[config.mk]
export PLATFORM = sky130hd
export DESIGN_NAME = wb_queue
export DESIGN_NICKNAME = d
export VERILOG_FILES = /design/src/rtl/wb_pkg.sv /design/src/rtl/wb_cam_match.sv /design/src/rtl/wb_queue.sv
export SDC_FILE = /design/constraint.sdc
export NUM_CORES = 1
export LEC_CHECK = 0
export CAP_MARGIN = 20
export CORE_UTILIZATION = 50
export DETAILED_ROUTE_END_ITERATION = 10
export DONT_BUFFER_PORTS = 1
export PLACE_DENSITY = 0.72
export SLEW_MARGIN = 0
export SYNTH_ARGS = -nofsm -noshare
export SYNTH_HDL_FRONTEND = slang
export SYNTH_SLANG_ARGS = --single-unit
[constraint.sdc]
create_clock -name clk -period 2.8 [get_ports clk]
set_clock_uncertainty 0.1 [all_clocks]
set_input_delay 0.28 -clock clk [delete_from_list [all_inputs] [get_ports clk]]
set_output_delay 0.28 -clock clk [all_outputs]
set_load 0.02 [all_outputs]
[src/rtl/wb_pkg.sv]
// Shared types for the write-back queue: pipe-select encodings, default widths
// and the queue entry record. The scoreboard uses the same pipe encodings.
package wb_pkg;

    localparam int W_PA_REG_D    = 5;
    localparam int W_PD_DATA_D   = 32;
    localparam int W_PC_SEL_WB_D = 2;
    localparam int S_AMT_ENT_D   = 4;
    localparam int W_PTR_D       = 2;

    localparam logic [1:0] V_unpip = 2'b00;
    localparam logic [1:0] V_pip0  = 2'b01;
    localparam logic [1:0] V_pip1  = 2'b10;

    typedef struct packed {
        logic                   valid;
        logic [W_PA_REG_D-1:0]  addr;
        logic [W_PD_DATA_D-1:0] data;
    } wb_ent_t;

endpackage

[src/rtl/wb_cam_match.sv]
// Bypass lookup over the queued entries; returns the youngest matching entry.
// Only built when WB_BYPASS_EN is defined.
`ifdef WB_BYPASS_EN
module wb_cam_match
    import wb_pkg::*;
#(
    parameter int S_amt_ent = S_AMT_ENT_D,
    parameter int W_ptr     = W_PTR_D
) (
    input  wb_ent_t [S_amt_ent-1:0]  i_ent,
    input  logic    [W_ptr-1:0]      i_rdptr,
    input  logic    [W_PA_REG_D-1:0] i_addr,
    output logic                     o_hit,
    output logic    [W_PD_DATA_D-1:0] o_data
);

    // Walk oldest to youngest so the last match seen is the youngest one.
    always_comb begin
        logic [W_ptr-1:0] w_idx;
        w_idx  = '0;
        o_hit  = 1'b0;
        o_data = '0;
        for (int i = 0; i < S_amt_ent; i++) begin
            w_idx = i_rdptr + W_ptr'(i);
            if (i_ent[w_idx].valid && (i_ent[w_idx].addr == i_addr) &&
                (i_addr != {W_PA_REG_D{1'b0}})) begin
                o_hit  = 1'b1;
                o_data = i_ent[w_idx].data;
            end else begin
                o_hit  = o_hit;
            end
        end
    end

endmodule
`endif

[src/rtl/wb_queue.sv]
// In-order write-back queue between the scoreboard and the register-file write
// port. Optional operand bypass from queued entries under WB_BYPASS_EN.
module wb_queue
    import wb_pkg::*;
#(
    parameter int W_PA_REG    = W_PA_REG_D,
    parameter int W_PD_DATA   = W_PD_DATA_D,
    parameter int W_PC_SEL_WB = W_PC_SEL_WB_D,
    parameter int S_amt_ent   = S_AMT_ENT_D,
    parameter int W_ptr       = W_PTR_D
) (
    input  logic                   clk,
    input  logic                   rst_n,
    input  logic [W_PA_REG-1:0]    CDI_PC_rd,
    input  logic [W_PC_SEL_WB-1:0] CDI_PC_selwb,
    input  logic [W_PD_DATA-1:0]   CDI_PD_res0,
    input  logic [W_PD_DATA-1:0]   CDI_PD_res1,
    input  logic                   CFI_PC_clear,
    input  logic                   CFI_PC_rfbusy,
    output logic                   CDO_PC_rfwe,
    output logic [W_PA_REG-1:0]    CDO_PA_rfwa,
    output logic [W_PD_DATA-1:0]   CDO_PD_rfwd,
    output logic                   CDO_PC_full,
    output logic                   CDO_PC_ovf
`ifdef WB_BYPASS_EN
    ,
    input  logic [W_PA_REG-1:0]    CDI_PA_rs0,
    input  logic [W_PA_REG-1:0]    CDI_PA_rs1,
    output logic                   CDO_PC_hit0,
    output logic                   CDO_PC_hit1,
    output logic [W_PD_DATA-1:0]   CDO_PD_byp0,
    output logic [W_PD_DATA-1:0]   CDO_PD_byp1
`endif
);

    localparam logic [W_ptr:0] C_depth = (W_ptr+1)'(S_amt_ent);

    wb_ent_t [S_amt_ent-1:0] r_ent;
    logic [W_ptr-1:0]        r_rdptr;
    logic [W_ptr-1:0]        r_wrptr;
    logic [W_ptr:0]          r_count;
    logic                    r_full;
    logic                    r_ovf;

    logic                    w_push_req;
    logic                    w_push;
    logic                    w_pop;
    logic                    w_ovf;
    logic [W_PD_DATA-1:0]    w_res;
    logic [W_ptr:0]          w_count_nxt;
    wb_ent_t                 w_head;

    assign w_head = r_ent[r_rdptr];

    // Push/pop decisions; a push into a full queue only survives alongside a pop.
    always_comb begin
        w_push_req = 1'b0;
        w_res      = CDI_PD_res0;
        case (CDI_PC_selwb)
            V_pip0:  begin w_push_req = 1'b1; w_res = CDI_PD_res0; end
            V_pip1:  begin w_push_req = 1'b1; w_res = CDI_PD_res1; end
            default: begin w_push_req = 1'b0; w_res = CDI_PD_res0; end
        endcase
        if ((CDI_PC_rd == {W_PA_REG{1'b0}}) || CFI_PC_clear) begin
            w_push_req = 1'b0;
        end else begin
            w_push_req = w_push_req;
        end
        w_pop       = (r_count != {(W_ptr+1){1'b0}}) && !CFI_PC_rfbusy;
        w_push      = w_push_req && ((r_count != C_depth) || w_pop);
        w_ovf       = w_push_req && (r_count == C_depth) && !w_pop;
        w_count_nxt = r_count + (W_ptr+1)'(w_push) - (W_ptr+1)'(w_pop);
    end

    // Queue state; clearing the popped valid bit first lets a same-slot push win.
    always_ff @(posedge clk) begin
        if (!rst_n) begin
            r_ent   <= '0;
            r_rdptr <= '0;
            r_wrptr <= '0;
            r_count <= '0;
            r_full  <= 1'b0;
            r_ovf   <= 1'b0;
        end else begin
            if (w_pop) begin
                r_ent[r_rdptr].valid <= 1'b0;
                r_rdptr              <= r_rdptr + W_ptr'(1);
            end
            if (w_push) begin
                r_ent[r_wrptr] <= '{valid: 1'b1, addr: CDI_PC_rd, data: w_res};
                r_wrptr        <= r_wrptr + W_ptr'(1);
            end
            r_count <= w_count_nxt;
            r_full  <= (w_count_nxt == C_depth);
            if (w_ovf) begin
                r_ovf <= 1'b1;
            end
        end
    end

    // Write port: head entry whenever the port is free and the queue is not empty.
    always_comb begin
        if (w_pop && w_head.valid) begin
            CDO_PC_rfwe = 1'b1;
            CDO_PA_rfwa = w_head.addr;
            CDO_PD_rfwd = w_head.data;
        end else begin
            CDO_PC_rfwe = 1'b0;
            CDO_PA_rfwa = '0;
            CDO_PD_rfwd = '0;
        end
    end

    assign CDO_PC_full = r_full;
    assign CDO_PC_ovf  = r_ovf;

`ifdef WB_BYPASS_EN
    wb_cam_match #(.S_amt_ent(S_amt_ent), .W_ptr(W_ptr)) u_cam0 (
        .i_ent   (r_ent),
        .i_rdptr (r_rdptr),
        .i_addr  (CDI_PA_rs0),
        .o_hit   (CDO_PC_hit0),
        .o_data  (CDO_PD_byp0)
    );

    wb_cam_match #(.S_amt_ent(S_amt_ent), .W_ptr(W_ptr)) u_cam1 (
        .i_ent   (r_ent),
        .i_rdptr (r_rdptr),
        .i_addr  (CDI_PA_rs1),
        .o_hit   (CDO_PC_hit1),
        .o_data  (CDO_PD_byp1)
    );
`endif

endmodule

Word level (Yosys, flattened, before mapping):

Index checks and enable logic that the tools add are counted.

* output and inout port bits: 40
* logic and storage cells: 61
* input bits: 75
* register bits: 161

* $lt $le $gt $ge: 4
* reduce and logical (&&, ||, !) cells: 14
* muxes and demuxes: 17
* equality and inequality tests: 5
* $add $sub $neg: 4

Operators with widths (count)
* 2-to-1 mux 152 bit: 3
* bitwise mux 152 bit: 2
* demux 38 bit (select 2 bit): 2
* 2-to-1 mux 38 bit: 3
* binary-select mux 38 bit (select 2 bit): 1
* 2-to-1 mux 32 bit: 2
* logical AND 1 bit: 7
* == test 3 bit, second input constant: 2
* less-than comparator 2 x 3 -> 1 bit, second input constant: 2
* zero test 5 bit: 1
* 2-to-1 mux 5 bit: 1
* adder 2 x 1 -> 2 bit, second input constant: 2
* >= comparator 2 x 1 -> 1 bit, second input constant: 2
* adder 3 x 1 -> 3 bit: 1
* 2-to-1 mux 1 bit: 3
* != test 3 bit, second input constant: 1
* nonzero test 3 bit: 1
* subtractor 3 x 1 -> 3 bit: 1
* == test 2 x 1 -> 1 bit, second input constant: 1
* == test 2 bit, second input constant: 1
* zero test 1 bit: 2
* logical OR 1 bit: 2
* OR reduction 2 bit: 1

Logic depth before layout (Yosys ltp):

Gate-level depths: netlist (run 1).

* word-level depth: 9
* depth in mapped cells: 11
* mapped depth without buffers: 11

Worst setup path before layout (run 1):

Ideal clock, no wire load.

* kind: input port to flip-flop
* start: input port CDI_PC_rd[0]
* end: register r_full (netlist: CDO_PC_full)
* library setup time: 0.092 ns
* data required time: 2.608 ns
* buffers on the path: 1
* path slack: 0.272 ns
* cell stages on the path: 10
* arrival: 2.336 ns
* cells stage by stage: or4_1 buf_2 o211ai_2 ha_1 inv_1 ha_1 fa_1 xnor2_1 xnor2_1 nor4_1

* word-level cells in the longest chain between the ends: 7

RTL lines
* from (decl): line wb_queue.sv:14 `input logic [W_PA_REG-1:0] CDI_PC_rd,`
* zero test 5 bit: line wb_queue.sv:64 `if ((CDI_PC_rd == {W_PA_REG{1'b0}}) || CFI_PC_clear) begin`
* logical OR 1 bit: line wb_queue.sv:64
* 2-to-1 mux 1 bit: line wb_queue.sv:64
* logical AND 1 bit: line wb_queue.sv:70 `w_push = w_push_req && ((r_count != C_depth) || w_pop);`
* adder 3 x 1 -> 3 bit: line wb_queue.sv:72 `w_count_nxt = r_count + (W_ptr+1)'(w_push) - (W_ptr+1)'(w_pop);`
* subtractor 3 x 1 -> 3 bit: line wb_queue.sv:72
* == test 3 bit: line wb_queue.sv:94 `r_full <= (w_count_nxt == C_depth);`
* to (signal assigned): line wb_queue.sv:94
* to (decl): line wb_queue.sv:42 `logic r_full;`

No other way between the ends.
A chain may end at the register's enable or synchronous reset.

Worst setup path in the final report (run 1):

* start: register r_count[1]
* end: register r_count[1]

* word-level cells in the longest chain between the ends: 6
* elaborated cells between the ends (all ways): 7
* those cells by class: add/sub (2); eq/ne (1); reduce/logical (4)

RTL lines
* from (decl): line wb_queue.sv:41 `logic [W_ptr:0] r_count;`
* from (signal assigned): line wb_queue.sv:93 `r_count <= w_count_nxt;`
* nonzero test 3 bit: line wb_queue.sv:69 `w_pop = (r_count != {(W_ptr+1){1'b0}}) && !CFI_PC_rfbusy;`
* logical AND 1 bit: line wb_queue.sv:69
* logical OR 1 bit: line wb_queue.sv:70
* logical AND 1 bit: line wb_queue.sv:70
* adder 3 x 1 -> 3 bit: line wb_queue.sv:72
* subtractor 3 x 1 -> 3 bit (*): line wb_queue.sv:72
* via w_count_nxt[1]: line wb_queue.sv:50 `logic [W_ptr:0] w_count_nxt;`

Mark *: on every way through the listed nets, which the timed path passes. The rest lies on a longest branch.

==> results of run 1 <==
metal layers:
metal,GRT usage,share of wire
met2,0.417,0.50
met4,0.0695,0.011
met1,0.297,0.45
met5,0,0
met3,0.0565,0.039
layout by cell type (no fill, tap or decap), drive strengths merged:
cell         Yosys  layout
nand2          189     189
dfxtp          161     161
mux2i          150     150
dlygate4sd3      0      68
and2            39      39
mux4            38      38
mux2            32      32
clkbuf          27      23
buf             28      16
inv             14      14
ha              11      11
a21oi            7       7
clkinv           1       6
o211ai           6       6
nor3b            4       4
o31ai            4       4
nor2             3       3
o21ai            2       2
nand3            2       2
xnor2            2       2
bufinv           0       2
nor3             1       1
or3              1       1
and3             1       1
or4              1       1
nand4bb          1       1
nor4             1       1
nor4bb           1       1
fa               1       1
kinds of logic (layout without fill, tap and decap cells):
family / after synthesis / in the layout / synth area share
XOR/XNOR: 2 / 2 / 0.00226
adder cells (fa/ha/maj): 12 / 12 / 0.0203
multiplexers: 220 / 220 / 0.350
flip-flops: 161 / 161 / 0.415
buffers and inverters: 70 / 129 / 0.0578
AND/OR/NAND/NOR: 244 / 244 / 0.136
AO/OA/AOI/OAI: 19 / 19 / 0.0187
state kept, by name, indices dropped and copies added, names as in the netlist:
signal / cells
CDO_PC_full: 1
r_ent: 152
CDO_PC_ovf: 1
r_wrptr: 2
r_count: 3
r_rdptr: 2
worst max path at each step:
| stage | endpoint | slack [ps] | cells past startpoint |
|---|---|---|---|
| 2_1_floorplan | CDO_PC_full | 270 | 10 |
| 3_5_place_dp | CDO_PC_full | 220 | 9 |
| 4_1_cts | CDO_PD_rfwd[31] | 110 | 4 |
| 3_3_place_gp | CDO_PC_full | 350 | 9 |
| 5_1_grt | r_count[1] | 5 | 8 |
| 6_report | r_count[1] | 170 | 8 |
cells in the mapped netlist:
| cell | count |
|---|---|
| mux4_2 | 38 |
| a21oi_1 | 7 |
| buf_6 | 4 |
| dfxtp_1 | 161 |
| nand3_1 | 2 |
| clkbuf_1 | 27 |
| xnor2_1 | 2 |
| nor3b_1 | 4 |
| buf_12 | 8 |
| nand2_1 | 189 |
| o211ai_2 | 5 |
| or3_1 | 1 |
| nor2_1 | 3 |
| nor4_1 | 1 |
| buf_1 | 3 |
| mux2_2 | 32 |
| nand4bb_1 | 1 |
| buf_2 | 9 |
| clkinv_1 | 1 |
| and2_1 | 39 |
| nor3_1 | 1 |
| nor4bb_1 | 1 |
| buf_4 | 4 |
| inv_1 | 14 |
| or4_1 | 1 |
| o31ai_1 | 4 |
| o21ai_0 | 2 |
| o211ai_1 | 1 |
| fa_1 | 1 |
| ha_1 | 11 |
| mux2i_1 | 150 |
| and3_1 | 1 |
critical path: stages, from the launching register on:
cell and delay (ps):
dfxtp_1 450, nand4bb_1 200, o211ai_2 120, ha_1 290
inv_1 40, ha_1 180, fa_1 460, and2_1 140
dlygate4sd3_1 540
where the power goes:
group	internal [mW]	switching (mW)	total, mW
logic	0.458	0.522	0.980
registers	2.40	0.0781	2.48
clock network	1.34	0.878	2.22
total	4.20	1.48	5.68
per-stage QoR:
stage | cells | setup WS, ps | area [µm²]
6_report | 975 | 167 | 9090
5_1_grt | 975 | 4.93 | 9090
2_1_floorplan | 728 | 272 | 7770
3_3_place_gp | 876 | 345 | 7830
3_5_place_dp | 876 | 224 | 7830
4_1_cts | 975 | 107 | 9090
area by class of cell:
type | instances | area [µm²] | share of cell area
Timing Repair Buffer | 84 | 883 | 0.0972
Sequential cell | 161 | 3230 | 0.355
Tap cell | 188 | 235 | 0.0259
Inverter | 15 | 56.3 | 0.00620
Clock buffer | 23 | 468 | 0.0515
Clock inverter | 7 | 85.1 | 0.00936
Multi-Input combinational cell | 497 | 4130 | 0.455
==> results by group, run 1 <==
Run status
  – Outcome: completed

STA
  – FMAX: 380 MHz
  – Slew Limit Fails: 0
  – Setup tns final: 0 ps
  – Final setup vio count: 0
  – Hold Slack: ~13 ps
  – RSZ-0062 raised after global routing: no
  – Final Cycle Share: 0.941
  – Hold Fails Final Rpt: 0
  – Final min period: 2630 ps
  – Least-Margin Pin Slew: 1070 ps
  – Max-slew headroom: 0.287

Place
  – IO Port Bufs: 0
  – Hpwl dp: between 10 and 15 mm
  – Placer congestion estimate: 0.751

CTS
  – PostCTS Resize Cnt: 0
  – Sink Count: 161
  – Total CTS buffers: 17
  – H-tree depth: 4
  – # Post-CTS Setup Buffers: 0
  – CTS Root Cell: clkbuf_16
  – Max Root-Sink Buffers: 2
  – Post-CTS Hold Fix Bufs: 69
  – Clk slew on worst S/H paths: roughly 60 ps
  – Clk Latency, worst-skew pair: 430 ps
  – CTS tree: yes

Worst setup path
  – Critical path arrival: between 2000 and 3000 ps
  – Critical Path Start: r_count[1]
  – Crit path max fanout: 6
  – R2R depth: 8
  – Worst r2r dst: r_count[1]
  – Reg2reg start: r_count[1]
  – Setup CP Type: flip-flop to flip-flop
  – Critical Path RT: just over 3000 ps
  – Startpoint types: flip-flop
  – Register-to-register setup slack: about 170 ps
  – Crit. End Element: flip-flop

Global route
  – First-pass GRT wire length: 29.5 mm
  – Gr ovfl total: 0
  – Initial antenna violation count: 0
  – Largest net degree at the start of global routing: between 100 and 150
  – Total GRT Usage: 0.240
  – Vias in the first global route: approximately 5800

Logic synthesis
  – Post-Synthesis Cell Area: roughly 7800 µm²
  – Share of the synthesized area in the top cell type: 0.415
  – Syn nets: approximately 800
  – Synth Area per Inst: roughly 11 µm²
  – Post-synth cell types: 32
  – Yosys Warn Count: 0
  – Post-Synthesis Cells: between 700 and 800
  – Synth Register Bits: 161
  – Yosys top cell by area: dfxtp_1
  – Post-synthesis sequential area ratio: 0.415
  – Synth area leaders: dfxtp_1, mux2i_1, mux4_2, nand2_1, mux2_2

Pwr
  – Max VDD drop: 0.466 mV
  – Pwr/cell area: between 600 and 700 nW/µm²
  – Power Total: 5.68 mW
  – Leak: around 4.2 nW

Die
  – Die Y: between 100 and 150 µm
  – CORE AREA: approximately 15000 µm²
  – I/O pins: 115
  – Starting Density: 0.511
  – Standard-cell row count: 45
  – Die ar.: 16000 µm²
  – Die extent in x: ~130 µm

Detailed routing
  – DR vias: 5512
  – Via density per instance: between 5 and 6
  – Final wirelength: 18.2 mm
  – Routed Antenna Nets: 0
  – DR DRC count: 0
  – First-pass DRT Iterations: 4
  – Initial DRC Count: 320
  – WL per Instance: 18.7 µm

Final layout
  – Diode count: 0
  – Layout area overhead: 17.0%
  – FILL cells: roughly 1200
  – Share of layout cells above drive strength 1: 0.152
  – Final core occ: 0.598
  – Nets@finish: around 860

Min path
  – Hold_sp: rst_n
  – Hold endpoint: r_ent[60]
  – WHS Path Cells: 2
  – HP Class: input port to flip-flop

Flow run
  – Max cap viols: 0
Power figures use the tool's default switching activity.
==> inputs of run 2 (changes only) <==
- CAP_MARGIN: 20 -> not set
- CORE_MARGIN: not set -> 3
- clock period: 2.8 -> 2.5 ns (I/O delays scaled with it)
==> run 2 against run 1 <==
  * Via count is 6.8% higher
  * Sequential share of layout area fell by 2.5 points
  * Worst setup slack lost 37 ps
  * Die area up 6.4%
  * Combinational power up 16%
  * Global-route usage grew 0.42 points
  * Hold slack improved by 21 ps
  * Count of clock-buffer cells in the layout down 3
  * First-iteration DRC count rose by 20%
  * Register-to-register slack worse by 30 ps
  * Largest cell class unchanged
  * Largest power group unchanged
  * Highest routed layer unchanged
==> results by group, run 2 (synthesized netlist as in run 1, its figures left out) <==
CTS
  – CTS Root Cell: clkbuf_16 (unchanged)
  – CTS tree: yes (unchanged)
  – Clk slew on worst S/H paths: 60 ps (about the same)
  – H-tree depth: 4 (unchanged)
  – Clk Latency, worst-skew pair: 420 ps (was 430 ps)
  – # Post-CTS Setup Buffers: 0 (unchanged)
  – Sink Count: 161 (unchanged)
  – Total CTS buffers: 17 (unchanged)
  – Max Root-Sink Buffers: 2 (unchanged)

STA
  – Slew Limit Fails: 0 (unchanged)
  – Least-Margin Pin Slew: 504 ps (was 1070 ps)
  – Final WS setup: 129 ps (was 167 ps)
  – RSZ-0062 raised after global routing: no (unchanged)
  – Final setup vio count: 0 (unchanged)
  – FMAX: around 420 MHz
  – Hold Fails Final Rpt: 0 (unchanged)
  – Final Cycle Share: 0.948
  – Final min period: around 2400 ps
  – Setup tns final: 0 ps (unchanged)
  – Max-slew headroom: 0.663 (was 0.287)

Detailed routing
  – Wire length on met1: 8.25 mm (was 8.12 mm)
  – Met2 Wirelength: 10.1 mm (was 9.17 mm)
  – Final wirelength: 19.8 mm (was 18.2 mm)
  – Initial DRC Count: 383 (was 320)
  – Via density per instance: 5.69 (was 5.65)
  – WL per Instance: 19.1 µm (was 18.7 µm)
  – DR DRC count: 0 (unchanged)
  – Met3 routed WL: 959 µm (was 718 µm)
  – Top Metal Used: met4 (unchanged)
  – Routed Antenna Nets: 0 (unchanged)
  – DR vias: 5885 (was 5512)
  – First-pass DRT Iterations: 5 (was 4)

Final layout
  – Commonest non-fill, non-tap cell in the layout: nand2_1 (unchanged)
  – Layout area overhead: 26.0% (was 17.0%)
  – Largest Register: r_ent (unchanged)
  – Largest regs: r_ent: 152 flops, r_count: 3 flops (unchanged)
  – Post-route cell area: 9780 µm² (was 9090 µm²)
  – Commonest non-fill, non-tap cells in the layout: nand2_1, dfxtp_1, mux2i_1, dlygate4sd3_1, and2_1 (unchanged)
  – Max reg flops: 152 (unchanged)
  – FILL cells: 1111 (was 1248)
  – Share of layout cells above drive strength 1: 0.149 (was 0.152)
  – Nets@finish: 925 (was 863)
  – Diode count: 0 (unchanged)

Global route
  – Initial antenna violation count: 0 (unchanged)
  – Vias in the first global route: 6480 (was 5841)
  – Largest net degree at the start of global routing: 117 (was 130)
  – Gr ovfl total: 0 (unchanged)
  – First-pass GRT wire length: 32.2 mm (was 29.5 mm)
  – Total GRT Usage: 0.244 (was 0.240)

Worst setup path
  – Crit-path cells: mux4_2, and3_2, buf_12, and2_1 (was nand4bb_1, o211ai_2, ha_1, inv_1, ha_1, fa_1, and2_1, dlygate4sd3_1)
  – Crit. End Element: primary output (was flip-flop)
  – Crit path max fanout: 29 (was 6)
  – Critical Path RT: 2150 ps (was 3020 ps)
  – Worst path slowest cell: mux4_2 (was dlygate4sd3_1)
  – Setup CP Type: flip-flop to primary output (was flip-flop to flip-flop)
  – Reg2reg start: r_wrptr[0] (was r_count[1])
  – R2R depth: 7 (was 8)
  – Critical path arrival: 2020 ps (was 2850 ps)
  – Worst r2r dst: r_ent[95] (was r_count[1])
  – Register-to-register setup slack: 140 ps (was 170 ps)
  – Startpoint types: flip-flop (unchanged)
  – CP peak stage delay: 490 ps (was 540 ps)

Die
  – CORE AREA: 14900 µm² (was 15200 µm²)
  – I/O pins: 115 (unchanged)
  – Die Y: 131 µm (was 127 µm)
  – Die extent in x: 131 µm (was 127 µm)
  – Starting Density: 0.523 (was 0.511)
  – Die ar.: 17100 µm² (was 16000 µm²)
  – Standard-cell row count: 44 (was 45)

Min path
  – Hold endpoint: CDO_PC_ovf (was r_ent[60])
  – HP Class: input port to flip-flop (unchanged)
  – Hold_sp: CFI_PC_rfbusy (was rst_n)
  – WHS Path Cells: 3 (was 2)

Place
  – IO Port Bufs: 0 (unchanged)
  – Hpwl dp: 10.6 mm (was 10.3 mm)
  – Dpl ws: -13.2 ps (was 224 ps)
  – DP Area: 7840 µm² (was 7830 µm²)
  – Placer congestion estimate: 0.715 (was 0.751)

Run status
  – Outcome: completed (unchanged)

Pwr
  – Max VDD drop: 0.546 mV (was 0.466 mV)
  – Pwr/cell area: 679 nW/µm² (was 625 nW/µm²)
  – Leak: 4.51 nW (was 4.18 nW)
  – Power Total: 6.64 mW (was 5.68 mW)

Flow run
  – Max cap viols: 0 (unchanged)
[run 2: area by class of cell]
| class | instances | area [µm²] | area share |
|---|---|---|---|
| clock buffer | 20 | 457 | 0.0467 |
| clock inverter | 11 | 161 | 0.0165 |
| inverter | 15 | 56.3 | 0.00576 |
| multi-input combinational | 497 | 4130 | 0.423 |
| sequential | 161 | 3230 | 0.330 |
| tap | 184 | 230 | 0.0235 |
| timing repair buffer | 146 | 1520 | 0.155 |
[run 2: how the worst max path moves through the flow]
stage            startpoint               to  depth (start not counted)
2_1_floorplan  CDI_PC_rd[0]      CDO_PC_full                         10
3_3_place_gp   CDI_PC_rd[0]      CDO_PC_full                          9
3_5_place_dp   CDI_PC_rd[0]      CDO_PC_full                          9
4_1_cts          r_count[1]   CDO_PA_rfwa[4]                          4
5_1_grt          r_count[0]      CDO_PC_full                          9
6_report         r_rdptr[0]  CDO_PD_rfwd[10]                          4
[run 2: routing by layer]
| layer | global-route usage | vias to the layer above |
|---|---|---|
| li1 | - | 2726 |
| met1 | 0.289 | 2925 |
| met2 | 0.437 | 188 |
| met3 | 0.0569 | 46 |
| met4 | 0.0823 | 0 |
| met5 | 0 | - |
[run 2: through the flow]
step,util,hold slack [ps],std cells
5_1_grt,0.658,35.8,1034
4_1_cts,0.658,9.03,1034
6_report,0.658,34.3,1034
2_1_floorplan,-,335,728
3_3_place_gp,0.527,308,873
3_5_place_dp,0.527,306,873
[run 2: worst max-delay path: cells and delay by family, from the launching register on]
| family | cells | cell delay (ps) |
|---|---|---|
| and+or+nand+nor | 2 | 550 |
| DFF | 1 | 350 |
| muxes | 1 | 490 |
| buffers and inverters | 1 | 210 |
[run 2: timing repair]
action                                  CTS  global route
cloned                                    0             0
hold endpoints to repair                159             0
resized for setup                         1             2
hold buffers                            130             0
endpoints found under the setup margin    1            29
[run 2: power breakdown]
group          switching [mW]  internal, mW  leakage, nW  total [mW]
clock                    1.02          1.71        0.305        2.73
sequential             0.0843          2.69         1.30        2.77
combinational           0.597         0.546         2.90        1.14
total                    1.70          4.94         4.51        6.64
